<file path="config.mk">
export PLATFORM = sky130hd
export DESIGN_NAME = clip_bank_controller
export DESIGN_NICKNAME = d
export VERILOG_FILES = /design/src/rtl/clip_bank_pkg.sv /design/src/rtl/clip_length_table.sv /design/src/rtl/clip_bank_controller.sv
export SDC_FILE = /design/constraint.sdc
export NUM_CORES = 1
export LEC_CHECK = 0
export ABC_CLOCK_PERIOD_IN_PS = 3970
export CAP_MARGIN = 20
export CORE_MARGIN = 1.5
export CORE_UTILIZATION = 48
export DETAILED_ROUTE_END_ITERATION = 12
export PLACE_DENSITY = 0.79
export SYNTH_ARGS = -nofsm -noshare
export SYNTH_HDL_FRONTEND = slang
export SYNTH_SLANG_ARGS = --single-unit
</file>
<file path="constraint.sdc">
create_clock -name clock_i -period 3.97 [get_ports clock_i]
set_input_delay 0.397 -clock clock_i [delete_from_list [all_inputs] [get_ports clock_i]]
set_output_delay 0.397 -clock clock_i [all_outputs]
set_load 0.01 [all_outputs]
</file>
<file path="src/rtl/clip_bank_pkg.sv">
// Shared types for the clip bank record/playback sequencer.
// Command decoding lives here so every user agrees on the same priority order.
package clip_bank_pkg;

  typedef enum logic [1:0] {
    IDLE   = 2'd0,
    RECORD = 2'd1,
    FETCH  = 2'd2,
    HOLD   = 2'd3
  } clip_state_e;

  typedef enum logic [1:0] {
    CMD_NONE,
    CMD_STOP,
    CMD_RECORD,
    CMD_PLAY
  } clip_cmd_e;

  // Bit positions in the packed command vector, highest index wins.
  localparam int CMD_W          = 3;
  localparam int CMD_STOP_BIT   = 2;
  localparam int CMD_RECORD_BIT = 1;
  localparam int CMD_PLAY_BIT   = 0;

  function automatic clip_cmd_e decode_cmd(input logic [CMD_W-1:0] cmds);
    if (cmds[CMD_STOP_BIT])        return CMD_STOP;
    else if (cmds[CMD_RECORD_BIT]) return CMD_RECORD;
    else if (cmds[CMD_PLAY_BIT])   return CMD_PLAY;
    return CMD_NONE;
  endfunction

endpackage

</file>
<file path="src/rtl/clip_length_table.sv">
// Per-clip recorded-length registers (ADDR_W+1 bits so a full clip is representable).
// One clear port, one increment port, one read port and a nonzero vector.
module clip_length_table
  import clip_bank_pkg::*;
#(
  parameter int NUM_CLIPS = 4,
  parameter int ADDR_W    = 16,
  localparam int SEL_W    = $clog2(NUM_CLIPS),
  localparam int LEN_W    = ADDR_W + 1
) (
  input  logic                 clk,
  input  logic                 rst,
  input  logic                 clr_en,
  input  logic [SEL_W-1:0]     clr_sel,
  input  logic                 inc_en,
  input  logic [SEL_W-1:0]     inc_sel,
  input  logic [SEL_W-1:0]     rd_sel,
  output logic [LEN_W-1:0]     rd_len,
  output logic [NUM_CLIPS-1:0] nonzero
);

  logic [LEN_W-1:0] len_all [NUM_CLIPS];

  genvar gi;
  generate
    for (gi = 0; gi < NUM_CLIPS; gi++) begin : g_len
      logic [LEN_W-1:0] len_reg;

      always_ff @(posedge clk or posedge rst) begin
        if (rst) begin
          len_reg <= '0;
        end else if (clr_en && clr_sel == SEL_W'(gi)) begin
          len_reg <= '0;
        end else if (inc_en && inc_sel == SEL_W'(gi)) begin
          len_reg <= len_reg + LEN_W'(1);
        end
      end

      assign len_all[gi] = len_reg;
      assign nonzero[gi] = |len_reg;
    end
  endgenerate

  assign rd_len = len_all[rd_sel];

endmodule

</file>
<file path="src/rtl/clip_bank_controller.sv">
// Record/playback sequencer over NUM_CLIPS single-port clip banks with
// per-clip length tracking, looping playback and a valid/ready sample output.
module clip_bank_controller
  import clip_bank_pkg::*;
#(
  parameter int DATA_W    = 16,
  parameter int ADDR_W    = 16,
  parameter int NUM_CLIPS = 4,
  localparam int SEL_W    = $clog2(NUM_CLIPS)
) (
  input  logic                        clock_i,
  input  logic                        reset_i,
  input  logic                        play_i,
  input  logic                        record_i,
  input  logic                        stop_i,
  input  logic                        loop_i,
  input  logic [SEL_W-1:0]            play_clip_i,
  input  logic [SEL_W-1:0]            record_clip_i,
  input  logic                        in_valid_i,
  input  logic [DATA_W-1:0]           in_data_i,
  input  logic                        out_ready_i,
  output logic                        out_valid_o,
  output logic [DATA_W-1:0]           out_data_o,
  output logic [NUM_CLIPS-1:0]        mem_en_o,
  output logic                        mem_we_o,
  output logic [ADDR_W-1:0]           mem_addr_o,
  output logic [DATA_W-1:0]           mem_wdata_o,
  input  logic [NUM_CLIPS*DATA_W-1:0] mem_rdata_i,
  output logic [1:0]                  state_o,
  output logic [SEL_W-1:0]            active_clip_o,
  output logic [NUM_CLIPS-1:0]        clip_full_o
);

  localparam int LEN_W = ADDR_W + 1;

  clip_state_e       state_reg, state_next;
  logic [SEL_W-1:0]  active_clip_reg, active_clip_next;
  logic [ADDR_W-1:0] addr_reg, addr_next;
  logic [DATA_W-1:0] data_reg;
  logic              fresh_reg;
  clip_cmd_e         cmd;
  logic [LEN_W-1:0]  rd_len;
  logic              last_sample;
  logic              len_clr, len_inc;
  logic [SEL_W-1:0]  rd_sel;
  logic [DATA_W-1:0] bank_rdata [NUM_CLIPS];

  assign cmd = decode_cmd({stop_i, record_i, play_i});

  assign len_clr = (state_reg == IDLE) && (cmd == CMD_RECORD);
  assign len_inc = (state_reg == RECORD) && in_valid_i;
  assign rd_sel  = (state_reg == IDLE) ? play_clip_i : active_clip_reg;

  clip_length_table #(
    .NUM_CLIPS (NUM_CLIPS),
    .ADDR_W    (ADDR_W)
  ) u_len (
    .clk     (clock_i),
    .rst     (reset_i),
    .clr_en  (len_clr),
    .clr_sel (record_clip_i),
    .inc_en  (len_inc),
    .inc_sel (active_clip_reg),
    .rd_sel  (rd_sel),
    .rd_len  (rd_len),
    .nonzero (clip_full_o)
  );

  assign last_sample = ({1'b0, addr_reg} == (rd_len - LEN_W'(1)));

  genvar gi;
  generate
    for (gi = 0; gi < NUM_CLIPS; gi++) begin : g_bank
      assign bank_rdata[gi] = mem_rdata_i[gi*DATA_W +: DATA_W];
      assign mem_en_o[gi]   = (state_reg != IDLE) && (active_clip_reg == SEL_W'(gi));
    end
  endgenerate

  always_comb begin
    state_next       = state_reg;
    active_clip_next = active_clip_reg;
    addr_next        = addr_reg;
    case (state_reg)
      IDLE: begin
        case (cmd)
          CMD_RECORD: begin
            state_next       = RECORD;
            active_clip_next = record_clip_i;
            addr_next        = '0;
          end
          CMD_PLAY: begin
            if (rd_len != '0) begin
              state_next       = FETCH;
              active_clip_next = play_clip_i;
              addr_next        = '0;
            end
          end
          default: ;
        endcase
      end
      RECORD: begin
        if (in_valid_i) begin
          // The final address fills the clip; stop rather than wrap.
          if (addr_reg == {ADDR_W{1'b1}}) begin
            state_next = IDLE;
            addr_next  = '0;
          end else begin
            addr_next = addr_reg + ADDR_W'(1);
          end
        end
        if (stop_i) begin
          state_next = IDLE;
          addr_next  = '0;
        end
      end
      FETCH: begin
        state_next = stop_i ? IDLE : HOLD;
        if (stop_i) addr_next = '0;
      end
      HOLD: begin
        if (stop_i) begin
          state_next = IDLE;
          addr_next  = '0;
        end else if (out_ready_i) begin
          if (!last_sample) begin
            state_next = FETCH;
            addr_next  = addr_reg + ADDR_W'(1);
          end else if (loop_i) begin
            state_next = FETCH;
            addr_next  = '0;
          end else begin
            state_next = IDLE;
            addr_next  = '0;
          end
        end
      end
      default: state_next = IDLE;
    endcase
  end

  always_ff @(posedge clock_i or posedge reset_i) begin
    if (reset_i) begin
      state_reg       <= IDLE;
      active_clip_reg <= '0;
      addr_reg        <= '0;
      fresh_reg       <= 1'b0;
      data_reg        <= '0;
    end else begin
      state_reg       <= state_next;
      active_clip_reg <= active_clip_next;
      addr_reg        <= addr_next;
      fresh_reg       <= (state_reg == FETCH) && (state_next == HOLD);
      if (fresh_reg) data_reg <= bank_rdata[active_clip_reg];
    end
  end

  // Bank data arrives during the first HOLD cycle; it is latched there for the rest of HOLD.
  assign out_data_o    = fresh_reg ? bank_rdata[active_clip_reg] : data_reg;
  assign out_valid_o   = (state_reg == HOLD);
  assign mem_we_o      = (state_reg == RECORD) && in_valid_i;
  assign mem_wdata_o   = in_data_i;
  assign mem_addr_o    = addr_reg;
  assign state_o       = state_reg;
  assign active_clip_o = active_clip_reg;

endmodule

</file>
# After elaboration in Yosys (flattened, before gate mapping)
# Index checks and enable logic that the tools add are counted.
# op_classes
addsub	6
muxes	46
n_reduce_logical	31
n_eq_ne	20
magnitude_cmp	2
n_bitwise	2
# ops
op	count
$mux 16	11
$mux 17	10
$add 17x1->17 const B	4
$reduce_or 17->1	4
$pmux 16 s4	1
$bmux 17 s2	1
$bmux 16 s2	1
$pmux 16 s2	1
$mux 2	15
$eq 2x2->1 const B	9
$eq 16x17->1	1
$reduce_bool 17->1	1
$sub 17x1->17 const B	1
$add 16x1->16 const B	1
$eq 16x16->1 const B	1
$logic_and 1x1->1	15
$reduce_bool 2->1	6
$ne 3x3->1 const B	3
$pmux 2 s2	2
$pmux 2 s4	1
$eq 2x1->1 const B	3
$ge 3x3->1 const B	2
$logic_not 2->1	3
$not 2->3	2
5 further kinds	8
# word_totals
reg_bits	105
input_bits	92
wordCells	116
out_inout_bits	62

# Depth between registers and ports, before layout
# logic_depth
depth_word	14
ltp_mapped	17
ltp_nobuf	13

# Hierarchy
# A second synthesis with hierarchy kept.
# unflattened
hier_cells	723
area_unflattened_um2	7054.3
# by_module_without_submodules
module	area_each_um2	n_inst	seq_area_each_um2	cells_per_inst
clip_length_table	4086.4	1	1701.6	413
clip_bank_controller	2967.8	1	925.9	310

# Worst setup path before layout
# OpenSTA, ideal clock, no wires.
# synth_timing
path_kind	register -> register
startpoint	reg state_reg[0] (netlist: state_o[0])
endpoint	reg addr_reg[10] (netlist: mem_addr_o[10])
period_less_slack_ns	4.071
t_required_ns	3.874
n_path_buf	4
setup_slack_ns	-0.101
arrival_time_ns	3.976
path_stages_with_launch	17
path_cell_list	dfrtp_1 > buf_2 > o21a_1 > nor2_2 > buf_4 > buf_2 > mux4_2 > inv_1 > ha_1 > a21boi_0 > nand2_1 > or4b_4 > and4_4 > nand4_2 > o211ai_2 > buf_6 > o32ai_2
# synth_between
elab_chain_cells	12
word_cells_on_any_way	22
cone_classes	add/sub: 1; eq/ne: 9; mux: 8; bitwise: 1; reduce/logical: 3
# synth_lines
element	line_no	text
start, declared	clip_bank_controller.sv:36	clip_state_e state_reg, state_next;
start signal, assigned	clip_bank_controller.sv:149	state_reg <= state_next;
$logic_not 2->1	clip_bank_controller.sv:52, clip_bank_controller.sv:83	
$mux 2	clip_bank_controller.sv:52	assign rd_sel = (state_reg == IDLE) ? play_clip_i : active_clip_reg;
$not 2->3 (implied by the code)	clip_length_table.sv:44	assign rd_len = len_all[rd_sel];
$bmux 17 s2	clip_length_table.sv:44	
$mux 17 (implied by the code) (2 in series)	clip_length_table.sv:44	
$sub 17x1->17	clip_bank_controller.sv:69	assign last_sample = ({1'b0, addr_reg} == (rd_len - LEN_W'(1)));
$eq 16x17->1	clip_bank_controller.sv:69	
$mux 16	clip_bank_controller.sv:125	if (!last_sample) begin
$mux 16	clip_bank_controller.sv:124	end else if (out_ready_i) begin
$mux 16	clip_bank_controller.sv:121	if (stop_i) begin
$pmux 16 s4	clip_bank_controller.sv:83	case (state_reg)
end signal, assigned	clip_bank_controller.sv:151	addr_reg <= addr_next;
end, declared	clip_bank_controller.sv:38	logic [ADDR_W-1:0] addr_reg, addr_next;
# Parallel ways exist; a longest one is shown, timed or not. The select of a mux whose other input is x is not followed.
# A chain may end at the register's enable or synchronous reset.

# Worst setup path after layout
# layout_timing
startpoint	reg state_reg[1] (netlist: state_o[1])
endpoint	reg addr_reg[13] (netlist: mem_addr_o[13])
# Same word-level chain as after synthesis.

==> results.cfg <==
[yosys]
synth_edf_count = 0
synthFlopType = dfrtp_1
ys_seq_area_frac = 0.343
synthArstFlopShare = 1.00
synth_seq_cells = 105
syn-cell-area_um2 = 7670
ys_warn_count = 0
ys_types = 72
syn_avg_cell_area_um2 = 9.12
synth_fp_nets = 943
netlist_instances = 841

[setup_path]
startpoint_type = flip-flop
crit_fanout = 25
arrival_ns = 4.00
critPathRequiredTime_ns = 4.23
cp-end-kind = flip-flop
cp_top_family = simple AND/OR/NAND/NOR gates
crit_type = flip-flop to flip-flop
crit_chain = buf_4 > o21ai_0 > buf_4 > nand2_4 > buf_4 > o311a_1 > a31oi_1 > or3b_4 > or4b_4 > a21oi_2 > o31ai_2 > buf_12 > and3_4 > o32ai_1
slowest_delay_ns = 0.54
r2r_setup_slack_ns = 0.22
worst_path_most_repeated_cell = buf_4
crit_slowest_cell = or4b_4
critPathBufInv = 4

[finish]
drive_above_1_share = 0.149
largest_reg_flops = 68
antenna_cells = 0
n_fill_cell = 1394
instances_no_fill = 1174
area_growth_pct = 24.6
final_design_area_no_fill_um2 = 9550
final_nets = 1056
fin_util = 0.606

[sta]
setup_viol = 0
rsz0062_at_grt = false
finalCriticalPeriod_ns = 3.75
worst_pin_slew_ns = 0.833
setup_tns_ns = 0
hold_viol = 0
hold-worst-slack_ns = 0.495
skew_ns = 0.0109
fin_ws_ns = 0.222
max_clock_freq_ghz = 0.267
maxSlewViolCount = 0
period_share = 0.944
max_slew_margin = 0.438

[placement]
gp_congestion = 1.01
placed_area_um2 = 9200
dpl.hpwl_um = 17400
dpl.cell_count = 1159
io_buffers = 121
post-place-ws_ns = -0.0851

[clocking]
hold_buffers = 0
cts_buffer_depth = 2
cts_tree = done
clock-root-buffer = clkbuf_16
worst_skew_pair.late_latency_ns = 0.36
clock-sinks = 105
cts_buffers = 9
ctsHtreeMaxLevel = 3
clk_pin_slew_ns = 0.07

[drt]
drtAntennaViolNets = 0
vias = 7212
routed_wl_um = 22900
first_iter_violations = 611
drc = 0
dr.pass1.iters = 7
wl_per_cell_um = 19.5
vias_per_cell = 6.14

[power]
fin_total_pwr_mw = 5.81
ir_drop_v = 0.000306
leakage_nw = 4.14
power_density_nw_per_um2 = 608

[global_routing]
grt-ovfl-total = 0
grt_pass1_wl_um = 36700
grt_pass1_vias = 6882
grt_usage = 0.284
grt_max_degree = 59
antenna_found_initial = 0

[floorplanning]
rows = 46
coreArea_um2 = 15800
start_util = 0.486
die_w_um = 129
dieArea_um2 = 16700
num_io_pins = 154
die_h_um = 129

[outcome]
status = finished, final reports clean

[run]
cap_violations = 0

[min_path]
hp-class = flip-flop to flip-flop
==> synthesized netlist by cell type (13+ instances only) <==
master    count  area [um2]
a21oi_1      31         155
and3_1       45         282
buf_4        18         135
clkbuf_1     27         101
dfrtp_1     105        2630
inv_1        22        82.6
mux2_2       19         214
mux2i_1      14         140
mux4_2       24         541
nand2_1      58         218
nand3_1      39         195
nand4_1      24         150
nor2_1      115         432
nor3_1       25         125
o211a_1      13         130
o21ai_0      26         130
or3_1        14        87.6
xnor2_1      21         184
xor2_1       49         429
==> power breakdown <==
group	leakage, nW	switching (mW)	total [mW]	internal, mW
Clock	0.155	0.403	1.02	0.613
Combinational	2.57	1.72	3.37	1.65
Sequential	1.42	0.201	1.42	1.22
Total	4.14	2.33	5.81	3.48
==> worst paths after layout <==
path | start | end | cells past startpoint
setup / recovery | state_o[1] | mem_addr_o[13] | 14
hold / removal | data_reg[15] | data_reg[15] | 1
setup reg to reg | state_o[1] | mem_addr_o[13] | 14
hold reg to reg | data_reg[15] | data_reg[15] | 1
max in group asynchronous | reset_i | u_len.g_len[3].len_reg[2] | 3
min in group asynchronous | reset_i | data_reg[2] | 2
==> per-layer routing <==
metal	GRT usage	wire length, um	vias to the layer above
met5	0	0	-
met4	0.128	924	0
met3	0.0376	1800	71
met2	0.465	10800	351
met1	0.376	9420	3526
li1	-	-	3264
==> cell type report <==
class | count | area [um2] | area share
multi-input combinational | 649 | 4660 | 0.487
tap | 216 | 270 | 0.0283
sequential | 105 | 2630 | 0.275
timing repair buffer | 167 | 1580 | 0.166
inverter | 22 | 85.1 | 0.00891
clock inverter | 5 | 105 | 0.0110
clock buffer | 10 | 229 | 0.0240
==> what timing repair did <==
action / 4_1_cts / 5_1_grt
buffers inserted: 0 / 0
gates resized for setup: 0 / 3
endpoints found under the setup margin: 0 / 13
==> cells by family (layout without fill, tap and decap cells) <==
family                     count (synthesis)  count (layout)  synth area share
AOI/OAI and AO/OA                        138             138             0.138
buffers and inverters                     87             204            0.0561
muxes                                     57              57             0.117
DFF                                      105             105             0.343
and+or+nand+nor                          374             374             0.250
adders and majority gates                 10              10            0.0163
xor gates and xnor gates                  70              70            0.0799
==> cells in the final DEF (no fill, tap or decap), drive strengths merged, types with 14 or more instances in the layout <==
cell	instances
nand4	25
mux2i	14
mux4	24
o21ai	26
xor2	49
mux2	19
or3	14
nand3	39
and3	46
dfrtp	105
clkdlybuf4s50	121
xnor2	21
a21oi	32
buf	46
inv	22
nand2	59
nor3	25
nor2	116
(Power assumes the default switching activity.)
